### src/rtl/alu_pkg.sv
// Shared ALU definitions: op encoding, sequencer states, funct3 constants.
// Imported by the operand sequencer, its formatter and the ALU itself.
package alu_pkg;

  localparam logic [31:0] SIGN_FLIP = 32'h8000_0000;

  typedef enum logic [2:0] {
    ALU_ADD  = 3'd0,
    ALU_SLL  = 3'd1,
    ALU_SLTU = 3'd3,
    ALU_XOR  = 3'd4,
    ALU_SRL  = 3'd5,
    ALU_OR   = 3'd6,
    ALU_AND  = 3'd7
  } alu_op_t;

  typedef enum logic [1:0] {
    S_IDLE,
    S_LOAD_A,
    S_LOAD_B,
    S_EXEC
  } seq_state_t;

  localparam logic [2:0] F3_BEQ  = 3'b000;
  localparam logic [2:0] F3_BNE  = 3'b001;
  localparam logic [2:0] F3_BLT  = 3'b100;
  localparam logic [2:0] F3_BGE  = 3'b101;
  localparam logic [2:0] F3_BLTU = 3'b110;
  localparam logic [2:0] F3_BGEU = 3'b111;

  localparam logic [2:0] F3_ADD  = 3'b000;
  localparam logic [2:0] F3_SLL  = 3'b001;
  localparam logic [2:0] F3_SLT  = 3'b010;
  localparam logic [2:0] F3_SLTU = 3'b011;
  localparam logic [2:0] F3_SR   = 3'b101;

  typedef struct packed {
    logic [2:0]  funct3;
    logic        sub;
    logic        use_imm;
    logic [31:0] imm;
    logic        is_branch;
    logic        to_addr;
  } seq_req_t;

endpackage

### src/rtl/alu_operand_seq_if.sv
// Request / completion handshake between decode and the operand sequencer.
// master = decode side, slave = sequencer.
interface alu_operand_seq_if;

  logic        req_valid;
  logic        req_ready;
  logic [2:0]  req_funct3;
  logic        req_sub;
  logic        req_use_imm;
  logic [31:0] req_imm;
  logic        req_is_branch;
  logic        req_to_addr;
  logic        done_valid;
  logic        done_err;
  logic        branch_taken;

  modport master (
    output req_valid, req_funct3, req_sub,
    output req_use_imm, req_imm,
    output req_is_branch, req_to_addr,
    input  req_ready, done_valid,
    input  done_err, branch_taken
  );

  modport slave (
    input  req_valid, req_funct3, req_sub,
    input  req_use_imm, req_imm,
    input  req_is_branch, req_to_addr,
    output req_ready, done_valid,
    output done_err, branch_taken
  );

endinterface

### src/rtl/alu_operand_fmt.sv
// Operand formatter: negate for SUB, sign flip for signed
// compares, shift-amount mask, and funct3 -> ALU op mapping.
module alu_operand_fmt
  import alu_pkg::*;
#(
  parameter int XLEN = 32
) (
  input  logic [XLEN-1:0] rs_a,
  input  logic [XLEN-1:0] rs_b,
  input  logic [2:0]      funct3,
  input  logic            sub,
  input  logic            use_imm,
  input  logic            is_branch,
  output logic [XLEN-1:0] a,
  output logic [XLEN-1:0] b,
  output alu_op_t         op
);

  logic signed_cmp;
  logic negate;
  logic shift;

  always_comb begin
    signed_cmp = is_branch
      ? (funct3 == F3_BLT || funct3 == F3_BGE)
      : (funct3 == F3_SLT);
    negate = !is_branch && funct3 == F3_ADD
      && sub && !use_imm;
    shift = !is_branch
      && (funct3 == F3_SLL || funct3 == F3_SR);
  end

  // the ALU compares unsigned only; flipping both sign
  // bits turns that into a signed compare
  always_comb begin
    a = signed_cmp ? (rs_a ^ SIGN_FLIP) : rs_a;
    b = rs_b;
    unique case (1'b1)
      negate:     b = ~rs_b + 32'd1;
      shift:      b = rs_b & 32'd31;
      signed_cmp: b = rs_b ^ SIGN_FLIP;
      default:    b = rs_b;
    endcase
  end

  always_comb begin
    op = ALU_ADD;
    if (is_branch) begin
      op = ALU_SLTU;
    end else begin
      case (funct3)
        3'b000:  op = ALU_ADD;
        3'b001:  op = ALU_SLL;
        3'b010:  op = ALU_SLTU;
        3'b011:  op = ALU_SLTU;
        3'b100:  op = ALU_XOR;
        3'b101:  op = ALU_SRL;
        3'b110:  op = ALU_OR;
        default: op = ALU_AND;
      endcase
    end
  end

endmodule

### src/rtl/alu_operand_seq.sv
// ALU operand sequencer: fetch rs1/rs2 or imm, format, execute.
// ALU_SEQ_BRANCH_EN enables branch evaluation; otherwise branches error.
module alu_operand_seq
  import alu_pkg::*;
#(
  parameter int XLEN     = 32,
  parameter bit IMM_FAST = 1'b1
) (
  input  logic              clk,
  input  logic              rst_n,
  alu_operand_seq_if.slave  sif,
  input  logic [XLEN-1:0]   bus_in,
  output logic              rf_rd_en,
  output logic              rf_rd_sel,
  output logic [XLEN-1:0]   alu_a,
  output logic [XLEN-1:0]   alu_b,
  output alu_op_t           alu_op,
  output logic              alu_bus_en,
  output logic              alu_addr_en,
  input  logic              alu_eq,
  input  logic              alu_lt,
  input  logic              alu_ge
);

  seq_state_t state, state_nx;
  seq_req_t   q;

  logic            accept;
  logic            fast_imm;
  logic            exec;
  logic            err;
  logic            br_err;
  logic            cond;
  logic [XLEN-1:0] fmt_a;
  logic [XLEN-1:0] fmt_b;
  alu_op_t         fmt_op;

  assign accept   = sif.req_valid && sif.req_ready;
  assign fast_imm = IMM_FAST && q.use_imm;
  assign exec     = (state == S_EXEC);

  alu_operand_fmt #(.XLEN(XLEN)) u_fmt (
    .rs_a      (bus_in),
    .rs_b      (q.use_imm ? q.imm : bus_in),
    .funct3    (q.funct3),
    .sub       (q.sub),
    .use_imm   (q.use_imm),
    .is_branch (q.is_branch),
    .a         (fmt_a),
    .b         (fmt_b),
    .op        (fmt_op)
  );

  always_ff @(posedge clk or negedge rst_n) begin
    if (!rst_n) state <= S_IDLE;
    else        state <= state_nx;
  end

  always_comb begin
    state_nx = state;
    unique case (state)
      S_IDLE:   if (sif.req_valid) state_nx = S_LOAD_A;
      S_LOAD_A: state_nx = fast_imm ? S_EXEC : S_LOAD_B;
      S_LOAD_B: state_nx = S_EXEC;
      S_EXEC:   state_nx = S_IDLE;
      default:  state_nx = S_IDLE;
    endcase
  end

  always_ff @(posedge clk or negedge rst_n) begin
    if (!rst_n) begin
      q      <= '0;
      alu_a  <= '0;
      alu_b  <= '0;
      alu_op <= ALU_ADD;
    end else begin
      if (accept) begin
        q.funct3    <= sif.req_funct3;
        q.sub       <= sif.req_sub;
        q.use_imm   <= sif.req_use_imm;
        q.imm       <= sif.req_imm;
        q.is_branch <= sif.req_is_branch;
        q.to_addr   <= sif.req_to_addr;
      end
      if (state == S_LOAD_A) begin
        alu_a  <= fmt_a;
        alu_op <= fmt_op;
      end
      if ((state == S_LOAD_A && fast_imm)
          || state == S_LOAD_B)
        alu_b <= fmt_b;
    end
  end

`ifdef ALU_SEQ_BRANCH_EN
  assign br_err = q.is_branch
    && (q.funct3 == F3_SLT || q.funct3 == F3_SLTU);

  always_comb begin
    cond = 1'b0;
    unique case (1'b1)
      q.funct3 == F3_BEQ: cond = alu_eq;
      q.funct3 == F3_BNE: cond = !alu_eq;
      q.funct3 == F3_BLT
        || q.funct3 == F3_BLTU: cond = alu_lt;
      q.funct3 == F3_BGE
        || q.funct3 == F3_BGEU: cond = alu_ge;
      default: cond = 1'b0;
    endcase
  end
`else
  logic unused_flags;
  assign unused_flags = ^{alu_eq, alu_lt, alu_ge};
  assign br_err = q.is_branch;
  assign cond   = 1'b0;
`endif

  // SRA/SRAI has no ALU support
  assign err = br_err || (!q.is_branch
    && q.funct3 == F3_SR && q.sub);

  assign sif.req_ready    = (state == S_IDLE);
  assign sif.done_valid   = exec;
  assign sif.done_err     = exec && err;
  assign sif.branch_taken = exec && q.is_branch
    && !err && cond;

  assign rf_rd_en  = (state == S_LOAD_A)
    || (state == S_LOAD_B && !q.use_imm);
  assign rf_rd_sel = (state == S_LOAD_B) && !q.use_imm;

  assign alu_bus_en  = exec && !err
    && !q.is_branch && !q.to_addr;
  assign alu_addr_en = exec && !err
    && !q.is_branch && q.to_addr;

endmodule

### src/flat_wrapper.sv
// flat-port wrapper written by rule: the top's interface ports become plain ports
module alu_operand_seq_flat import alu_pkg::*;
#(
  parameter int XLEN     = 32,
  parameter bit IMM_FAST = 1'b1
)
  (clk, rst_n, bus_in, rf_rd_en, rf_rd_sel, alu_a, alu_b, alu_op, alu_bus_en, alu_addr_en, alu_eq, alu_lt, alu_ge, sif_req_valid, sif_req_funct3, sif_req_sub, sif_req_use_imm, sif_req_imm, sif_req_is_branch, sif_req_to_addr, sif_req_ready, sif_done_valid, sif_done_err, sif_branch_taken);
  alu_operand_seq_if sif_i ();
  input  logic clk;
  input  logic rst_n;
  input  logic [XLEN-1:0] bus_in;
  output logic rf_rd_en;
  output logic rf_rd_sel;
  output logic [XLEN-1:0] alu_a;
  output logic [XLEN-1:0] alu_b;
  output alu_op_t alu_op;
  output logic alu_bus_en;
  output logic alu_addr_en;
  input  logic alu_eq;
  input  logic alu_lt;
  input  logic alu_ge;
  input wire logic [$bits(sif_i.req_valid)-1:0] sif_req_valid;
  input wire logic [$bits(sif_i.req_funct3)-1:0] sif_req_funct3;
  input wire logic [$bits(sif_i.req_sub)-1:0] sif_req_sub;
  input wire logic [$bits(sif_i.req_use_imm)-1:0] sif_req_use_imm;
  input wire logic [$bits(sif_i.req_imm)-1:0] sif_req_imm;
  input wire logic [$bits(sif_i.req_is_branch)-1:0] sif_req_is_branch;
  input wire logic [$bits(sif_i.req_to_addr)-1:0] sif_req_to_addr;
  output wire logic [$bits(sif_i.req_ready)-1:0] sif_req_ready;
  output wire logic [$bits(sif_i.done_valid)-1:0] sif_done_valid;
  output wire logic [$bits(sif_i.done_err)-1:0] sif_done_err;
  output wire logic [$bits(sif_i.branch_taken)-1:0] sif_branch_taken;
  assign sif_i.req_valid = sif_req_valid;
  assign sif_i.req_funct3 = sif_req_funct3;
  assign sif_i.req_sub = sif_req_sub;
  assign sif_i.req_use_imm = sif_req_use_imm;
  assign sif_i.req_imm = sif_req_imm;
  assign sif_i.req_is_branch = sif_req_is_branch;
  assign sif_i.req_to_addr = sif_req_to_addr;
  assign sif_req_ready = sif_i.req_ready;
  assign sif_done_valid = sif_i.done_valid;
  assign sif_done_err = sif_i.done_err;
  assign sif_branch_taken = sif_i.branch_taken;
  alu_operand_seq #(.XLEN(XLEN), .IMM_FAST(IMM_FAST)) u_core (.clk(clk), .rst_n(rst_n), .sif(sif_i), .bus_in(bus_in), .rf_rd_en(rf_rd_en), .rf_rd_sel(rf_rd_sel), .alu_a(alu_a), .alu_b(alu_b), .alu_op(alu_op), .alu_bus_en(alu_bus_en), .alu_addr_en(alu_addr_en), .alu_eq(alu_eq), .alu_lt(alu_lt), .alu_ge(alu_ge));
endmodule
### config.mk
export PLATFORM = sky130hd
export DESIGN_NAME = alu_operand_seq_flat
export DESIGN_NICKNAME = d
export VERILOG_FILES = /design/src/rtl/alu_pkg.sv /design/src/rtl/alu_operand_seq_if.sv /design/src/rtl/alu_operand_fmt.sv /design/src/rtl/alu_operand_seq.sv /design/src/flat_wrapper.sv
export SDC_FILE = /design/constraint.sdc
export NUM_CORES = 1
export LEC_CHECK = 0
export ABC_AREA = 1
export ABC_CLOCK_PERIOD_IN_PS = 2090
export BUFFER_PORTS_ARGS = -buffer_cell sky130_fd_sc_hd__buf_4
export CORE_MARGIN = 3
export CORE_UTILIZATION = 49
export CTS_CLUSTER_DIAMETER = 80
export DETAILED_ROUTE_END_ITERATION = 10
export GPL_TIMING_DRIVEN = 0
export PLACE_DENSITY = 0.76
export SYNTH_ARGS = -nofsm -noshare
export SYNTH_HDL_FRONTEND = slang
export SYNTH_HIERARCHICAL = 1
export SYNTH_SLANG_ARGS = --single-unit
### constraint.sdc
create_clock -name clk -period 2.09 [get_ports clk]
set_clock_uncertainty 0.05 [all_clocks]
set_input_delay 0 -clock clk [delete_from_list [all_inputs] [get_ports clk]]
set_output_delay 0 -clock clk [all_outputs]
set_load 0.01 [all_outputs]
---- Word level (Yosys, flattened, before mapping) ----
Cells that the tools add are included.
W data, S select, Z words.
cells by class
  mux-type cells .......................... 9
  div/mod/pow operators ................... 0
  bitwise logic cells ..................... 3
  $add $sub $neg .......................... 1
  eq/ne operators ......................... 10
  reduce and logical (&&, ||, !) cells .... 26
  multiply operators ...................... 0
  shift-type cells ........................ 0
  order comparisons ....................... 0
operator list
  kind                     count
  $pmux W32 S3             1
  $mux W32                 2
  $add A32 B1 Y32 const B  1
  $not A32 Y32             1
  $pmux W3 S6              1
  $logic_and A1 B1 Y1      14
  $eq A3 B3 Y1 const B     3
  $pmux W2 S4              1
  $eq A3 B2 Y1 const B     2
  $logic_or A1 B1 Y1       5
  $eq A2 B2 Y1 const B     2
  $logic_not A1 Y1         4
  $eq A3 B1 Y1 const B     1
  $logic_not A3 Y1         1
  $mux W3                  1
  $eq A2 B1 Y1 const B     1
  $logic_not A2 Y1         1
  $mux W1                  2
  $mux W2                  1
  $ne A2 B2 Y1 const B     1
  $not A1 Y1               2
  $reduce_or A2 Y1         1
word-level totals
  memories ................................ 0
  word-level logic and storage cells ...... 59
  input bits .............................. 77
  output and inout bits ................... 75
  latch bits .............................. 0
  bits in read-only memories .............. 0
  RAM bits ................................ 0
  register bits after elaboration ......... 108

---- Logic depth before layout (Yosys ltp) ----
Gate-level depths: netlist of run 1.
  word-level depth ........................ 8
  mapped depth ............................ 14
  mapped depth without buffers ............ 12

---- Modules after synthesis ----
The synthesis of run 1 kept the hierarchy.
by module, submodules not included
  module           cells each  instances  area an instance (sq um)  sequential area each (sq um)
  alu_operand_seq  446         1          4823.4                    2702.6
  alu_operand_fmt  344         1          1609.0                    0.0

---- Least setup slack after synthesis of run 1 ----
Ideal clock, no wire load.
  kind .................................... register -> register
  start point ............................. register, netlist name u_core/fast_imm
  end point ............................... register u_core.alu_b[26]
  arrival time ............................ 1.866 ns
  cell stages (with the launch flop) ...... 14
  setup time .............................. 0.117 ns
  setup slack ............................. 0.057 ns
  data required time ...................... 1.923 ns
  path buffers ............................ 1
  clock period less this slack ............ 2.033 ns
  path through ............................ dfrtp_1 > buf_6 > mux2_2 > inv_1 > ha_1 > nand3_2 > nor2_2 > nand2_1 > nor2_1 > nand2_1 > nand3_1 > nand2_1 > nand2_1 > nand2_1
on the way
  longest elaborated chain between the ends .. 4
  elaborated cells between the ends (all ways) .. 8
  those cells by class .................... add/sub: 1; mux: 2; bitwise: 1; reduce/logical: 4
ends and longest elaborated chain
  item                        line                   text
  $mux W32                    alu_operand_seq.sv:44  .rs_b (q.use_imm ? q.imm : bus_in),
  $not A32 Y32                alu_operand_fmt.sv:39  negate: b = ~rs_b + 32'd1;
  $add A32 B1 Y32             alu_operand_fmt.sv:39
  $pmux W32 S3 (*)            alu_operand_fmt.sv:38  unique case (1'b1)
  named net u_core.fmt_b[26]  alu_operand_seq.sv:35  logic [XLEN-1:0] fmt_b;
  to (signal assigned)        alu_operand_seq.sv:91  alu_b <= fmt_b;
  to (decl)                   alu_operand_seq.sv:16  output logic [XLEN-1:0] alu_b,
Mark *: on every way through the listed nets, which the timed path passes. The rest lies on a longest branch.
A chain may end at the register's enable or synchronous reset.

---- Final worst setup path of run 1 ----
  start point ............................. register, netlist name u_core/fast_imm
  end point ............................... register u_core.alu_b[17]
on the way
  longest elaborated chain between the ends .. 4
  elaborated cells between the ends (all ways) .. 8
  those cells by class .................... add/sub: 1; mux: 2; bitwise: 1; reduce/logical: 4
ends and longest elaborated chain
  item                        line
  $mux W32                    alu_operand_seq.sv:44
  $not A32 Y32                alu_operand_fmt.sv:39
  $add A32 B1 Y32             alu_operand_fmt.sv:39
  $pmux W32 S3 (*)            alu_operand_fmt.sv:38
  named net u_core.fmt_b[17]  alu_operand_seq.sv:35
Marked as above.

==> impl_metrics.yaml, run 1 <==
synth:
  ys.flop_type: "dfrtp_1"
  synth.area.top_cells: "dfrtp_1, nand2_1, nand3_1, mux2_4, mux2_2"
  synth_nets: 872
  synth-seq-cells: 108
  synthArstFlopShare_pct: 100
  muxShareOfSynthArea_pct: 13.4
  syn_avg_cell_area_sq_um: 8.14
  syn_area_sq_um: 6430
  synth_compound_area_share_pct: 3.19
  ys_types: 32
  yosysSeqAreaShare_pct: 42.0
  synthXorXnorAreaFrac_pct: 0.545
  syn_inst: 790
  synth_top_family_by_area: "simple AND/OR/NAND/NOR gates"
  yosys.area_share.simple_pct: 29.1
  synth.most_common_cell: "nand2_1"
  synth_adder_area_share_pct: 0.973
  yosysTopAreaCellShare_pct: 42.0
  yosys_warnings: 6
  synth_commonest_cells: "nand2_1, dfrtp_1, nand3_1, nor2_1, inv_1"
  yosys.area.top_type: "dfrtp_1"
  synth_edf_count: 0
layout:
  fin_area_sq_um: 9370
  final_cells: 1212
  fill_cells: 935
  layout-drive-gt1-share_pct: 36.8
  n_antenna_cell: 0
  final_nets: 1117
  finish.utilization_pct: 73.7
  syn2layout_area_growth_pct: 45.7
cts:
  cts_tree: "built"
  cts.clk_slew.worst_paths_ns: 0.07
  insertion_delay_ns: 0.36
  cts_root_buf: "clkbuf_16"
  cts_made_buffers: 9
  h-tree-depth: 3
  cts.sinks: 108
  max-clock-path-buffers: 2
placed_design:
  dp_slack_ns: -0.328
  io_buffers: 147
  place_inst: 1109
  gp_congestion: 0.901
  dp_hpwl_um: 12500
  dpl_cell_area_sq_um: 7750
grt:
  grt_pass1_wl_um: 29700
  grt_max_degree: 109
  grt_pass1_vias: 6000
  grt_use_total_pct: 25.6
  antenna_found_initial: 0
  grt_overflow: 0
worst_hold_path:
  worstHoldStart: "bus_in[31]"
  hold_path_class: "in2reg"
  whs_path_depth: 3
  worstHoldEndpoint: "u_core/alu_a[31]"
setup_path:
  critPathSlowestCell: "dfrtp_2"
  required_ns: 2.34
  reg2reg_from: "u_core/fast_imm"
  cp_top_family: "simple AND/OR/NAND/NOR gates"
  cp-end-kind: "register"
  rr_endpoint: "u_core/alu_b[17]"
  critPathArrivalTime_ns: 2.49
  path_class: "reg2reg"
  path_buf_inv: 3
  slowest_delay_ns: 0.45
  cpMostUsedCell: "nand2_1"
  ff2ff_setup_slack_ns: -0.16
  path_cells: "buf_8 -> clkbuf_16 -> mux2_4 -> nor2_4 -> nand2_2 -> nor2_4 -> nand2_4 -> inv_4 -> nand2_1 -> nand2_1 -> nand3_1 -> nand2_1 -> nand2_1 -> nand2_1"
  crit_fanout: 6
  reg2reg_depth: 14
  worstSetupStartpointType: "register"
route:
  num_vias: 6274
  dr.pass1.iters: 6
  drc_errors: 0
  ant_nets: 0
  drt_iter0_markers: 453
  viasPerCell: 5.18
  wl_per_cell_um: 15.9
  wirelength_um: 19200
outcome:
  violations: "negative setup slack"
  status: "complete, but fails checks"
floorplan:
  core_area_sq_um: 12700
  die_h_um: 121
  std_cell_rows: 41
  start_util_pct: 50.6
  die-area_sq_um: 14500
  pin_count: 152
  dieWidth_um: 121
timing:
  min_period_ns: 2.25
  min_period_over_period_pct: 107
  max_freq_ghz: 0.445
  worst_pin_slew_ns: 0.588
  hold_viol_final: 0
  setup_viol: 24
  timing.hold.ws_ns: 0.0378
  drv_slew: 0
  rsz0062_at_grt: "yes"
  relSlewSlack_pct: 60.8
  finalWorstSetupSlack_ns: -0.155
power_and_ir_drop:
  power_density_nw_per_um2: 1380
  peakVddDrop_mv: 0.835
  p_leak_uw: 0.00478
job:
  max_cap_viol_count: 0
-- timing repair --
action	in CTS	in global routing
setup buffers	3	9
setup endpoints to repair	25	27
hold buffers	71	1
pin swaps	5	19
resized for setup	67	70
endpoints found under the hold margin	178	6
cloned	0	2
-- area by class of cell --
| class | count | area (sq um) | share of cell area, % |
|---|---|---|---|
| Multi-Input combinational cell | 563 | 3450 | 36.8 |
| Sequential cell | 108 | 2700 | 28.8 |
| Timing Repair Buffer | 234 | 2000 | 21.4 |
| Buffer | 66 | 512 | 5.46 |
| Clock buffer | 14 | 274 | 2.92 |
| Tap cell | 172 | 215 | 2.30 |
| Inverter | 53 | 204 | 2.18 |
| Clock inverter | 2 | 16.3 | 0.174 |
-- worst reg2reg max path, cell delays in order (launching register included) --
cell       delay (ns)
dfrtp_2          0.45
buf_8            0.17
clkbuf_16        0.16
mux2_4           0.33
nor2_4           0.10
nand2_2          0.08
nor2_4           0.20
nand2_4          0.14
inv_4            0.12
nand2_1          0.07
nand2_1          0.06
nand3_1          0.07
nand2_1          0.06
nand2_1          0.06
nand2_1          0.06
-- where the power goes --
group	switching, uW	internal, uW	leakage, uW
registers	649	3120	0.00132
logic	3910	3600	0.00333
clock network	765	913	0.000140
total	5330	7630	0.00478
-- kinds of logic after synthesis --
| family | after synthesis |
|---|---|
| and+or+nand+nor | 448 |
| buffers and inverters | 119 |
| DFF | 108 |
| muxes | 67 |
| AOI/OAI and AO/OA | 38 |
| adders and majority gates | 5 |
| xor gates and xnor gates | 4 |
| other | 1 |
-- sequential cells by signal, indices dropped and copies added (netlist names) --
signal           cells
u_core/alu_a        32
u_core/q            37
u_core/alu_op        3
u_core/state         2
u_core/alu_b        32
u_core/fast_imm      1
u_core/br_err        1
-- through the flow --
step,power [uW],setup TNS [ns]
final,13000,-2.03
after global routing,13800,-4.49
after CTS,12400,-1.30
after detailed placement,10200,-4.61
after global placement,10000,-3.71
after floorplan,7920,0
-- metal layers --
layer	track usage, %	up-vias	share of wire (%)
li1	-	3000	-
met1	32.7	3001	42
met2	43.8	241	50
met3	4.68	32	6.2
met4	8.78	0	1.9
met5	0	-	0
-- layout by cell type, fill, tap and decap left out, types with 2 or more instances in the layout --
cell / Yosys / final
dlygate4sd3_1: 0 / 72
buf_12: 0 / 2
mux2_2: 38 / 12
mux2_4: 29 / 55
ha_1: 5 / 4
nand2_1: 258 / 239
dfrtp_1: 108 / 107
nor3_1: 3 / 3
o21ai_1: 8 / 13
buf_6: 12 / 11
clkbuf_16: 0 / 11
nand3_1: 102 / 99
buf_2: 11 / 11
inv_1: 49 / 42
xor2_1: 4 / 4
nand2_4: 1 / 3
inv_4: 0 / 2
nand4_1: 3 / 3
o21ai_0: 21 / 15
nand3_2: 1 / 3
nand2_2: 2 / 19
clkbuf_1: 6 / 8
nor2_1: 72 / 37
buf_8: 0 / 2
inv_2: 4 / 9
clkbuf_8: 0 / 3
nor2_2: 2 / 13
a21oi_1: 6 / 6
buf_4: 36 / 192
nor2_4: 1 / 25
-- worst max-delay path by stage --
stage	to	start	slack, ns	cells past startpoint
6_report	u_core/alu_b[17]	u_core/fast_imm	-0.16	14
3_5_place_dp	u_core/alu_b[26]	u_core/fast_imm	-0.33	13
3_3_place_gp	u_core/alu_b[26]	u_core/fast_imm	-0.29	13
5_1_grt	u_core/alu_b[19]	u_core/fast_imm	-0.24	13
2_1_floorplan	u_core/alu_b[26]	u_core/fast_imm	0.06	13
4_1_cts	u_core/alu_b[31]	u_core/fast_imm	-0.12	13
No activity file was read; power rests on OpenSTA's default activity.
==> run 2: changes to the inputs <==
Settings changed: ABC_AREA 1 to unset, CORE_UTILIZATION 49 to 48, PLACE_DENSITY 0.76 to 0.75, SKIP_CTS_REPAIR_TIMING set to 1.
==> run 2 against run 1 <==
Net effect: the flow still finishes with violations (negative setup slack); combinational power is 1% higher; first-iteration DRC count is 40% lower; via count is 21% lower; worst setup slack worse by 0.70 ns; die area is 5.4% lower; sequential power is 2% higher; power is 0.73% higher.
==> impl_metrics.yaml, run 2 <==
outcome:
  status: "complete, but fails checks"
  violations: "negative setup slack"
cts:
  cts_tree: "built"
  cts_root_buf: "clkbuf_16"
  cts.clk_slew.worst_paths_ns: 0.07
  cts.sinks: 108
  insertion_delay_ns: 0.35
  h-tree-depth: 3
  max-clock-path-buffers: 2
  cts_made_buffers: 9
layout:
  largest_register_ffs: 37
  final_cell_mix: "buf_4, mux2_2, dfrtp_1"
  final-seq-area_sq_um: 2710
  layout-drive-gt1-share_pct: 56.6
  final_cells: 937
  multi_input_area_sq_um: 3010
  n_antenna_cell: 0
  final_nets: 846
  final_common_cell: "buf_4"
  fill_cells: 791
  syn2layout_area_growth_pct: 50.5
  regMostFlops: "u_core/q"
  reg.largest.list: "u_core/q (37), u_core/alu_a (32), u_core/alu_b (32)"
synth:
  ys.flop_type: "dfrtp_1"
  synth_adder_area_share_pct: 1.05
  yosysSeqAreaShare_pct: 45.5
  synth-seq-cells: 108
  yosysTopAreaCellShare_pct: 45.5
  syn_avg_cell_area_sq_um: 11.7
  synthArstFlopShare_pct: 100
  synth_nets: 588
  synth_compound_area_share_pct: 9.39
  syn_area_sq_um: 5940
  yosys.area.top_type: "dfrtp_1"
  syn_inst: 506
  yosys.area_share.simple_pct: 7.83
  synth.most_common_cell: "mux2_2"
  muxShareOfSynthArea_pct: 27.0
  synth_edf_count: 0
  yosys_warnings: 6
  ys_types: 51
  synth_commonest_cells: "mux2_2, dfrtp_1, buf_4, inv_1, nor2_1"
  synth_top_family_by_area: "multiplexers"
  synthXorXnorAreaFrac_pct: 0.589
  synth.area.top_cells: "dfrtp_1, mux2_2, buf_4, o21ai_0, inv_1"
setup_path:
  path_depth: 9
  slowest_delay_ns: 0.58
  critPathArrivalTime_ns: 3.12
  cp-end-kind: "register"
  ff2ff_setup_slack_ns: -0.85
  path_cells: "buf_8 -> buf_12 -> mux2_4 -> or4_4 -> nor4_4 -> buf_6 -> a21oi_2 -> mux2_4 -> mux2_2"
  critPathSlowestCell: "or4_4"
  reg2reg_depth: 9
  path_buf_inv: 3
  required_ns: 2.27
  crit_fanout: 8
  cpMostUsedCell: "mux2_4"
  path_class: "reg2reg"
  cp_top_family: "simple AND/OR/NAND/NOR gates"
  worstSetupStartpointType: "register"
power_and_ir_drop:
  p_leak_uw: 0.00407
  p_int_uw: 8240
  p_switching_uw: 4810
  swShare_pct: 36.8
  power_density_nw_per_um2: 1460
  clkPwrFrac_pct: 12.5
  peakVddDrop_mv: 0.772
  pwr-share-seq_pct: 29.3
  comb_power_share_pct: 58.2
placed_design:
  io_buffers: 147
  dp_hpwl_um: 10600
  dp_slack_ns: -1.07
  place_inst: 821
  gp_congestion: 0.882
timing:
  hold_viol_final: 0
  worst_pin_slew_ns: 0.578
  setup_viol: 30
  drv_slew: 0
  min_period_over_period_pct: 141
  max_freq_ghz: 0.340
  timing.hold.ws_ns: 0.0748
  relSlewSlack_pct: 61.4
  rsz0062_at_grt: "yes"
  finalWorstSetupSlack_ns: -0.852
  min_period_ns: 2.94
floorplan:
  dieWidth_um: 117
  start_util_pct: 49.3
  core_area_sq_um: 12100
  std_cell_rows: 40
  die-area_sq_um: 13800
  die_h_um: 117
  pin_count: 152
grt:
  grt_max_degree: 109
  grt_overflow: 0
  grt_use_total_pct: 21.0
  antenna_found_initial: 0
  grt_pass1_wl_um: 22500
  grt_pass1_vias: 4517
route:
  dr.pass1.iters: 4
  ant_nets: 0
  drt_iter0_markers: 272
  num_vias: 4982
  wirelength_um: 16600
  viasPerCell: 5.32
  drc_errors: 0
  wl_per_cell_um: 17.7
job:
  max_cap_viol_count: 0
worst_hold_path:
  hold_path_class: "in2async"
[run 2: final cells by class]
type	count	area share, %
plain buffers	63	6.00
clock buffers	11	2.71
clock inverters	5	0.420
inverters	22	0.951
multi-input cells	310	33.7
flip-flops and latches	108	30.2
well taps	168	2.35
repair buffers	250	23.6
[run 2: power by group through the flow]
| stage | clock (uW) | combinational (uW) | sequential, uW |
|---|---|---|---|
| 6_report | 1630 | 7600 | 3820 |
| 5_1_grt | 1730 | 8150 | 3960 |
| 4_1_cts | 1660 | 6740 | 3820 |
| 3_5_place_dp | 0 | 6690 | 3850 |
| 3_3_place_gp | 0 | 6530 | 3770 |
| 2_1_floorplan | 0 | 4220 | 4020 |
[run 2: logic make-up (layout without fill, tap and decap cells)]
kind of cell	count (synthesis)	count (layout)
AOI/OAI and AO/OA	77	77
xor gates and xnor gates	4	4
adders and majority gates	5	5
buffers and inverters	88	351
DFF	108	108
muxes	143	143
other	1	1
and+or+nand+nor	80	80
[run 2: worst paths after layout]
kind,startpoint,endpoint
worst min-delay path,rst_n,u_core/alu_a[17]
worst min register to register,u_core/q[29],u_core/q[29]
worst max-delay path,u_core/fast_imm,u_core/alu_b[24]
min in group clk,bus_in[0],u_core/alu_b[0]
worst max register to register,u_core/fast_imm,u_core/alu_b[24]
max in group asynchronous,rst_n,u_core/q[38]
[run 2: routing by layer]
metal  track usage (%)  routed length [um]  vias to the layer above
li1                  -                   -                     2322
met1              26.9                6930                     2447
met2              35.0                8440                      189
met3              5.86                1040                       24
met4              5.96                 215                        0
met5                 0                   0                        -
[run 2: through the flow]
| stage | setup TNS [ns] | util (%) | power (uW) | area [sq um] |
|---|---|---|---|---|
| final | -17.94 | 74.1 | 13000 | 8940 |
| after CTS | -21.94 | 63.9 | 12200 | 7710 |
| after global placement | -20.66 | 61.6 | 10300 | 7430 |
| after floorplan | -13.25 | - | 8240 | 6120 |
| after global routing | -19.83 | 74.1 | 13800 | 8940 |
| after detailed placement | -21.45 | 61.6 | 10500 | 7430 |
==> run 3: changes to the inputs <==
Settings changed: CELL_PAD_IN_SITES_DETAIL_PLACEMENT set to 2, CELL_PAD_IN_SITES_GLOBAL_PLACEMENT set to 2, CORE_UTILIZATION 48 to 31, GPL_TIMING_DRIVEN 0 to unset.
==> run 3 against run 2 <==
Net effect: the flow still finishes with violations (negative setup slack); count of clock-buffer cells in the layout down 1; register-to-register slack worse by 0.05 ns; non-clock buffer count up 5; design area up 2.7%; worst setup slack worse by 0.049 ns; die area up 52%; worst hold slack worse by 0.057 ns; critical path type unchanged.
==> impl_metrics.yaml, run 3 (synthesis gave the netlist of run 2 again) <==
power_and_ir_drop:
  p_leak_uw: 0.00413
  fin_total_pwr_uw: 14200
  peakVddDrop_mv: 0.551
  power_density_nw_per_um2: 1550
timing:
  finalWorstSetupSlack_ns: -0.901
  rsz0062_at_grt: "yes"
  min_period_ns: 2.99
  relSlewSlack_pct: 55.1
  worst_pin_slew_ns: 0.673
  max_freq_ghz: 0.334
  hold_viol_final: 0
  setup_viol: 31
  drv_slew: 0
  fin_setup_tns_ns: -19.50
  min_period_over_period_pct: 143
layout:
  layout-drive-gt1-share_pct: 59.8
  regMostFlops: "u_core/q"
  final_common_cell: "buf_4"
  n_antenna_cell: 0
  finish.utilization_pct: 48.9
  reg.largest.list: "u_core/q (37), u_core/alu_a (32), u_core/alu_b (32)"
  largest_register_ffs: 37
  final_nets: 851
  final_cell_mix: "buf_4, mux2_2, dfrtp_1"
  syn2layout_area_growth_pct: 54.5
setup_path:
  path_class: "reg2reg"
  cp-end-kind: "register"
  required_ns: 2.34
  crit_fanout: 6
  worstSetupStartpointType: "register"
  critPathArrivalTime_ns: 3.24
grt:
  grt_max_degree: 45
  antenna_found_initial: 0
  grt_pass1_wl_um: 29400
  grt_pass1_vias: 5181
  grt_use_total_pct: 18.1
  grt_overflow: 0
floorplan:
  dieWidth_um: 144
  std_cell_rows: 50
  pin_count: 152
  start_util_pct: 31.7
  core_area_sq_um: 18800
  die_h_um: 144
  die-area_sq_um: 20900
cts:
  cts_tree: "built"
  cts_made_buffers: 9
  cts_root_buf: "clkbuf_16"
  max-clock-path-buffers: 2
  cts.sinks: 108
  h-tree-depth: 3
  insertion_delay_ns: 0.36
  cts.clk_slew.worst_paths_ns: 0.07
route:
  dr.pass1.iters: 4
  wirelength_um: 22800
  drc_errors: 0
  viasPerCell: 5.10
  ant_nets: 0
  drt_iter0_markers: 217
  wl_per_cell_um: 22.6
  num_vias: 5140
placed_design:
  dp_hpwl_um: 14500
  io_buffers: 147
  gp_congestion: 0.775
  dp_slack_ns: -0.919
outcome:
  violations: "negative setup slack"
  status: "complete, but fails checks"
job:
  max_cap_viol_count: 0
worst_hold_path:
  hold_path_class: "in2reg"
-- run 3: cell types whose count changed in the layout (fill, tap and decap cells not counted), sizes merged --
cell,change
buf,+12
clkbuf,-7
clkinv,-1
clkinvlp,+1
dlygate4sd3,-1
inv,+1
-- run 3: stage by stage --
step / hold slack [ns] / cells / cell area, sq um
2_1_floorplan: -0.346 / 506 / 6120
3_3_place_gp: 0.0197 / 905 / 7720
3_5_place_dp: 0.0344 / 905 / 7720
4_1_cts: -0.359 / 921 / 8010
5_1_grt: 0.0144 / 1008 / 9180
6_report: 0.0178 / 1008 / 9180
-- run 3: worst paths after layout --
check / start / to / cells after the start / slack [ns]
setup reg to reg: u_core/fast_imm / u_core/alu_b[13] / 8 / -0.90
hold / removal: bus_in[0] / u_core/alu_b[0] / 3 / 0.02
min in group asynchronous: rst_n / u_core/alu_a[0] / 2 / 0.17
hold reg to reg: u_core/q[13] / u_core/q[13] / 1 / 0.46
setup / recovery: u_core/fast_imm / u_core/alu_b[13] / 8 / -0.90
max in group asynchronous: rst_n / u_core/alu_b[13] / 3 / 1.16
-- run 3: power by group --
part | internal [uW] | total (uW) | switching (uW) | leakage, uW
logic | 4640 | 8550 | 3910 | 0.00272
registers | 3190 | 3980 | 787 | 0.00128
clock network | 852 | 1700 | 853 | 0.000131
total | 8690 | 14200 | 5550 | 0.00413
-- run 3: layer usage --
metal / GRT usage, % / up-vias / part of all wire (%)
met2: 32.3 / 126 / 55
met3: 2.88 / 23 / 3.3
met5: 0 / - / 0
li1: - / 2323 / -
met4: 5.01 / 0 / 1.7
met1: 22.6 / 2668 / 41
-- run 3: worst max-delay path, cell delays in order, from the launching register on --
cell     delay, ns
dfrtp_2       0.51
buf_12        0.17
mux2_4        0.33
or4_4         0.58
or3_4         0.40
buf_6         0.14
o41ai_1       0.41
a22o_1        0.21
mux2_4        0.14
-- run 3: final cells by class --
cell class	count	area, sq um
well taps	234	293
repair buffers	318	2720
flip-flops and latches	108	2700
multi-input cells	310	3100
fillers	1836	9580
inverters	22	85.1
clock inverters	6	48.8
clock buffers	10	239
